==> src/rtl/bus_arb_pkg.sv <==
// Shared definitions for the round-robin tristate bus arbiter:
// FSM state encoding and the default sizing of the block.
package bus_arb_pkg;

    typedef enum logic [1:0] {
        IDLE  = 2'd0,
        GRANT = 2'd1,
        OWN   = 2'd2,
        TURN  = 2'd3
    } arbState_t;

    localparam int DEFAULT_N_REQ    = 4;
    localparam int DEFAULT_MAX_HOLD = 16;
    localparam int DEFAULT_IDXW     = 2;

endpackage

==> src/rtl/rr_priority_pick.sv <==
// Round-robin winner selection: rotate the request vector so the slot
// after the last owner sits at bit 0, take the lowest set bit, then
// rotate the resulting index back into requester numbering.
module rr_priority_pick
    import bus_arb_pkg::*;
#(
    parameter int N_REQ = DEFAULT_N_REQ,
    parameter int IDXW  = DEFAULT_IDXW
) (
    input  logic [N_REQ-1:0] req,
    input  logic [IDXW-1:0]  pointer,
    output logic [IDXW-1:0]  winner,
    output logic             valid
);

    localparam logic [IDXW:0] NREQ_W = (IDXW + 1)'(N_REQ);

    logic [IDXW:0]      startIdx;
    logic [2*N_REQ-1:0] doubledReq;
    logic [N_REQ-1:0]   rotatedReq;
    logic [IDXW-1:0]    rotatedPos;
    logic [IDXW:0]      unrotatedSum;

    // The search starts one past the last owner, wrapping modulo N_REQ.
    // Doubling the vector turns the rotate into a plain right shift, and the
    // downward loop leaves the lowest set bit of the rotated vector in rotatedPos.
    always_comb begin
        startIdx = {1'b0, pointer} + 1'b1;
        if (startIdx >= NREQ_W) begin
            startIdx = '0;
        end
        doubledReq = {req, req};
        rotatedReq = N_REQ'(doubledReq >> startIdx);
        rotatedPos = '0;
        for (int i = N_REQ - 1; i >= 0; i--) begin
            if (rotatedReq[i]) begin
                rotatedPos = IDXW'(i);
            end
        end
        unrotatedSum = {1'b0, rotatedPos} + startIdx;
        if (unrotatedSum >= NREQ_W) begin
            unrotatedSum = unrotatedSum - NREQ_W;
        end
        winner = unrotatedSum[IDXW-1:0];
        valid  = |req;
    end

endmodule

==> src/rtl/bus_arbiter_rr.sv <==
// Round-robin arbiter for a shared 32-bit tristate bus. Produces one
// registered enable per requester's buffer bank, with a setup cycle
// before driving and an all-off turnaround cycle between owners so
// that two banks never drive the bus at the same time.
module bus_arbiter_rr
    import bus_arb_pkg::*;
#(
    parameter int N_REQ    = DEFAULT_N_REQ,
    parameter int MAX_HOLD = DEFAULT_MAX_HOLD,
    parameter int IDXW     = DEFAULT_IDXW
) (
    input  logic             clk,
    input  logic             reset,
    input  logic [N_REQ-1:0] req,
    output logic [N_REQ-1:0] gnt,
    output logic [N_REQ-1:0] bus_en,
    output logic [IDXW-1:0]  owner,
    output logic             bus_busy,
    output logic             preempt
);

    localparam int               HOLDW         = $clog2(MAX_HOLD + 1);
    localparam logic [HOLDW-1:0] HOLD_LIMIT    = HOLDW'(MAX_HOLD);
    localparam logic [N_REQ-1:0] ONE_HOT_BASE  = N_REQ'(1);
    localparam logic [IDXW-1:0]  LAST_IDX      = IDXW'(N_REQ - 1);

    arbState_t        state;
    arbState_t        nextState;
    logic [HOLDW-1:0] holdCount;
    logic [HOLDW-1:0] nextHold;
    logic [IDXW-1:0]  pointer;
    logic [IDXW-1:0]  nextPointer;
    logic [N_REQ-1:0] nextGnt;
    logic [N_REQ-1:0] nextBusEn;
    logic [IDXW-1:0]  nextOwner;
    logic             nextPreempt;

    logic [IDXW-1:0]  pickWinner;
    logic             pickValid;
    logic [N_REQ-1:0] ownerMask;
    logic             ownerReq;
    logic             othersPending;

    rr_priority_pick #(
        .N_REQ (N_REQ),
        .IDXW  (IDXW)
    ) picker (
        .req     (req),
        .pointer (pointer),
        .winner  (pickWinner),
        .valid   (pickValid)
    );

    // The owner's own request keeps the bus; any other request is only a
    // preemption trigger once the hold limit has been reached.
    assign ownerMask     = ONE_HOT_BASE << owner;
    assign ownerReq      = |(req & ownerMask);
    assign othersPending = |(req & ~ownerMask);

    // Next-state and next-output decode. Every output is computed here and
    // registered below, so gnt/bus_en never glitch at the bank enables.
    always_comb begin
        nextState   = state;
        nextGnt     = gnt;
        nextBusEn   = bus_en;
        nextOwner   = owner;
        nextPointer = pointer;
        nextHold    = holdCount;
        nextPreempt = 1'b0;

        case (state)
            IDLE, TURN: begin
                if (pickValid) begin
                    nextState   = GRANT;
                    nextGnt     = ONE_HOT_BASE << pickWinner;
                    nextBusEn   = '0;
                    nextOwner   = pickWinner;
                    nextPointer = pickWinner;
                    nextHold    = '0;
                end else begin
                    nextState = IDLE;
                    nextGnt   = '0;
                    nextBusEn = '0;
                    nextOwner = '0;
                    nextHold  = '0;
                end
            end

            GRANT: begin
                if (ownerReq) begin
                    nextState = OWN;
                    nextBusEn = gnt;
                    nextHold  = HOLDW'(1);
                end else begin
                    nextState = TURN;
                    nextGnt   = '0;
                    nextBusEn = '0;
                    nextOwner = '0;
                    nextHold  = '0;
                end
            end

            OWN: begin
                if (!ownerReq) begin
                    nextState = TURN;
                    nextGnt   = '0;
                    nextBusEn = '0;
                    nextOwner = '0;
                    nextHold  = '0;
                end else if ((holdCount == HOLD_LIMIT) && othersPending) begin
                    nextState   = TURN;
                    nextGnt     = '0;
                    nextBusEn   = '0;
                    nextOwner   = '0;
                    nextHold    = '0;
                    nextPreempt = 1'b1;
                end else if (holdCount != HOLD_LIMIT) begin
                    nextHold = holdCount + 1'b1;
                end
            end

            default: begin
                nextState = IDLE;
                nextGnt   = '0;
                nextBusEn = '0;
                nextOwner = '0;
                nextHold  = '0;
            end
        endcase
    end

    // State and output registers. The pointer resets to the last index so
    // requester 0 is first in line after reset.
    always_ff @(posedge clk) begin
        if (reset) begin
            state     <= IDLE;
            gnt       <= '0;
            bus_en    <= '0;
            owner     <= '0;
            bus_busy  <= 1'b0;
            preempt   <= 1'b0;
            holdCount <= '0;
            pointer   <= LAST_IDX;
        end else begin
            state     <= nextState;
            gnt       <= nextGnt;
            bus_en    <= nextBusEn;
            owner     <= nextOwner;
            bus_busy  <= |nextBusEn;
            preempt   <= nextPreempt;
            holdCount <= nextHold;
            pointer   <= nextPointer;
        end
    end

endmodule

==> config.mk <==
export PLATFORM = sky130hd
export DESIGN_NAME = bus_arbiter_rr
export DESIGN_NICKNAME = d
export VERILOG_FILES = /design/src/rtl/bus_arb_pkg.sv /design/src/rtl/rr_priority_pick.sv /design/src/rtl/bus_arbiter_rr.sv
export SDC_FILE = /design/constraint.sdc
export NUM_CORES = 1
export LEC_CHECK = 0
export BUFFER_PORTS_ARGS = -buffer_cell sky130_fd_sc_hd__buf_2
export CAP_MARGIN = 10
export CORE_MARGIN = 2
export CORE_UTILIZATION = 28
export CTS_BUF_LIST = sky130_fd_sc_hd__clkbuf_16
export CTS_CLUSTER_DIAMETER = 80
export DETAILED_ROUTE_END_ITERATION = 16
export MAX_ROUTING_LAYER = met4
export SLEW_MARGIN = 20
export SYNTH_ARGS = -nofsm -noshare
export SYNTH_HDL_FRONTEND = slang
export SYNTH_SLANG_ARGS = --single-unit
export TNS_END_PERCENT = 10
==> constraint.sdc <==
create_clock -name clk -period 5 [get_ports clk]
set_input_delay 0.5 -clock clk [delete_from_list [all_inputs] [get_ports clk]]
set_output_delay 0.5 -clock clk [all_outputs]
set_load 0.02 [all_outputs]
==> out/qor.txt <==
Final Hold Viols: 0
Register area: 420.4 um^2
Post-synth EDFFs: 0
Power Density: 602.3 mW/mm^2
Core area: 0.004692 mm^2
Largest net degree at the start of global routing: 22
Final nets: 180
FFs w/ async S/R, synth: 0%
Max-cap violation count: 0
Ant. Diodes: 0
Wire per inst: 13.11 um
DRC viols: 0
Required time of the critical path: 5180 ps
Post-Syn Nets: 167
Pleak: 0.6060 nW
Ys flop type: dfxtp_1
RSZ-0062 raised after global routing: no
Area delta synth->final: 12.22%
Max FO, Critical Path: 10
Final Cell Area: 0.001516 mm^2
Post CTS Setup Buffer Count: 0
Post-Synthesis Cells: 155
Setup_tns: 0 ps
Synth Warn #: 0
Multi-input gate area: 825.8 um^2
Total GRT Usage: 11.99%
Syn avg cell area: 8.718 um^2
Clock tree buffer depth: 2
Final WL: 2.898 mm
Worst-Skew Late Latency: 250 ps
Worst-path clk slew: 60 ps
Commonest non-fill, non-tap cell in the layout: dfxtp_1
# port buffers: 17
Placed instance area: 0.001436 mm^2
Routed Antenna Nets: 0
Layout cell share with drive strength beyond 1: 22.16%
CP arrival: 2710 ps
Final setup viols: 0
Fillers: 503
Row count: 25
Vias: 1112
Max-slew violations: 0
Initial DRC Count: 39
Die Ht: 73.47 um
Root Buffer: clkbuf_16
Die area: 0.005398 mm^2
TritonCTS clock tree: built
Gp weighted congestion: 0.7130
Most numerous cell on the critical path: a21oi_1
#FFs+latches synth: 21
CTS Sinks: 21
VDD IR max: 225.2 uV
Status: finished, final reports clean
Final HPWL DP: 1.992 mm
Worst-margin pin slew: 692.6 ps
Num CTS Buffers: 3
Pre-Repair DR Iteration Count: 4
Slew headroom: 53.83%
Total congestion overflow: 0
Tmin final: 2531 ps
Initial core utilization: 28.80%
Fmax: 395.1 MHz
Io pins: 18
Clock skew: 3.714 ps
Vias in the first global route: 1061
Synthesized area: 0.001351 mm^2
Hold Path Class: flop to flop
Critical path's largest stage delay: 510 ps
DR vias/cell: 5.032
First-pass GRT wire length: 5.043 mm
CTS H-tree depth: 1
Sequential area share after synthesis: 31.11%
Critical-path cell list: ha_1 > nand2_1 > a21oi_1 > nor2_1 > a211oi_1 > a21oi_1 > ha_1 > xnor2_2 > xnor2_2 > nand4_1 > a21oi_1
Final period util: 50.63%
Type of the worst setup path: flop to flop
Crit start category: flop
Crit. End Element: flop
CP max-delay cell: ha_1
Initial antenna violation count: 0
Chip width: 73.47 um
Post-CTS Hold Buffers: 0
Gates resized, CTS repair: 0
Highest-count cells in the layout ignoring fill and taps: 21 x dfxtp_1, 18 x nor2_1, 17 x buf_2
Synth cell types: 46
-- sequential cells by signal (all words and copies together) (netlist names) --
register,flops
bus_en,4
bus_busy,1
pointer,2
state,2
preempt,1
holdCount,5
gnt,4
owner,2
-- Yosys cell counts, drive strengths merged (2+ instances only) --
library cell | number | share of area (%)
dfxtp | 21 | 31
nor2 | 21 | 7.4
a21oi | 13 | 5.1
nand2 | 11 | 3.2
inv | 10 | 2.8
buf | 7 | 5.0
o21ai | 7 | 2.6
ha | 6 | 5.6
a22oi | 5 | 2.8
nand2b | 5 | 2.9
nand3 | 4 | 1.5
nor3b | 4 | 3.1
a211oi | 3 | 1.7
a31oi | 3 | 1.4
mux2i | 3 | 2.2
nor3 | 3 | 1.1
o41ai | 3 | 1.9
clkbuf | 2 | 0.56
nand3b | 2 | 1.1
nand4 | 2 | 0.93
nor2b | 2 | 0.93
nor4 | 2 | 0.93
xnor2 | 2 | 2.4
-- final cells by class --
type / instances / share of cell area (%)
clock buffers: 3 / 4.951
repair buffers: 17 / 5.611
well taps: 54 / 4.455
inverters: 10 / 2.475
clock inverters: 1 / 0.3300
multi-input cells: 115 / 54.46
flip-flops and latches: 21 / 27.72
-- through the flow --
| stage | util (%) | total power [mW] | std cells | hold slack (ps) | worst slack, ps |
|---|---|---|---|---|---|
| after detailed placement | 30.61 | 0.7482 | 217 | 487.2 | 2511 |
| after global routing | 32.32 | 0.9895 | 221 | 542.5 | 2112 |
| final | 32.32 | 0.9134 | 221 | 491.8 | 2469 |
| after global placement | 30.45 | 0.7415 | 217 | 483.7 | 2553 |
| after CTS | 32.32 | 0.9223 | 221 | 495.4 | 2476 |
| after floorplan | - | 0.6627 | 155 | 445.0 | 2822 |
-- power breakdown --
group          leakage [nW]  switching [mW]  internal, mW
Combinational         0.394           0.294         0.206
Sequential            0.171          0.0395         0.206
Clock                0.0409          0.0606         0.107
-- kinds of logic (layout without fill, tap and decap cells) --
group | count (synthesis) | count (layout) | synth area share, %
AND/OR/NAND/NOR | 60 | 60 | 26.20
AO/OA/AOI/OAI | 41 | 41 | 21.02
flip-flops | 21 | 21 | 31.11
buffers and inverters | 19 | 31 | 8.333
adder cells (fa/ha/maj) | 6 | 6 | 5.555
multiplexers | 5 | 5 | 4.722
XOR/XNOR | 3 | 3 | 3.056
-- worst max-delay path: cells and delay by family (launching register included) --
kind / cells / cell delay (ps)
AND/OR/NAND/NOR: 3 / 310
flip-flops: 1 / 350
adder cells (fa/ha/maj): 2 / 730
XOR/XNOR: 2 / 470
AO/OA/AOI/OAI: 4 / 600
-- per-layer routing --
layer  track usage, %  wire length (um)  up-vias
met2            16.47              1172       24
met1            17.38              1596      503
met4            5.657                52        0
li1                 -                 -      581
met5                -                 0        -
met3            1.235                76        4
-- final timing paths --
path / slack (ps) / from / cells past startpoint / to
min: 490 / pointer[1] / 2 / pointer[1]
max: 2470 / pointer[0] / 11 / gnt[3]
min reg2reg: 490 / pointer[1] / 2 / pointer[1]
max reg2reg: 2470 / pointer[0] / 11 / gnt[3]
No activity file was read; power rests on OpenSTA's default activity.
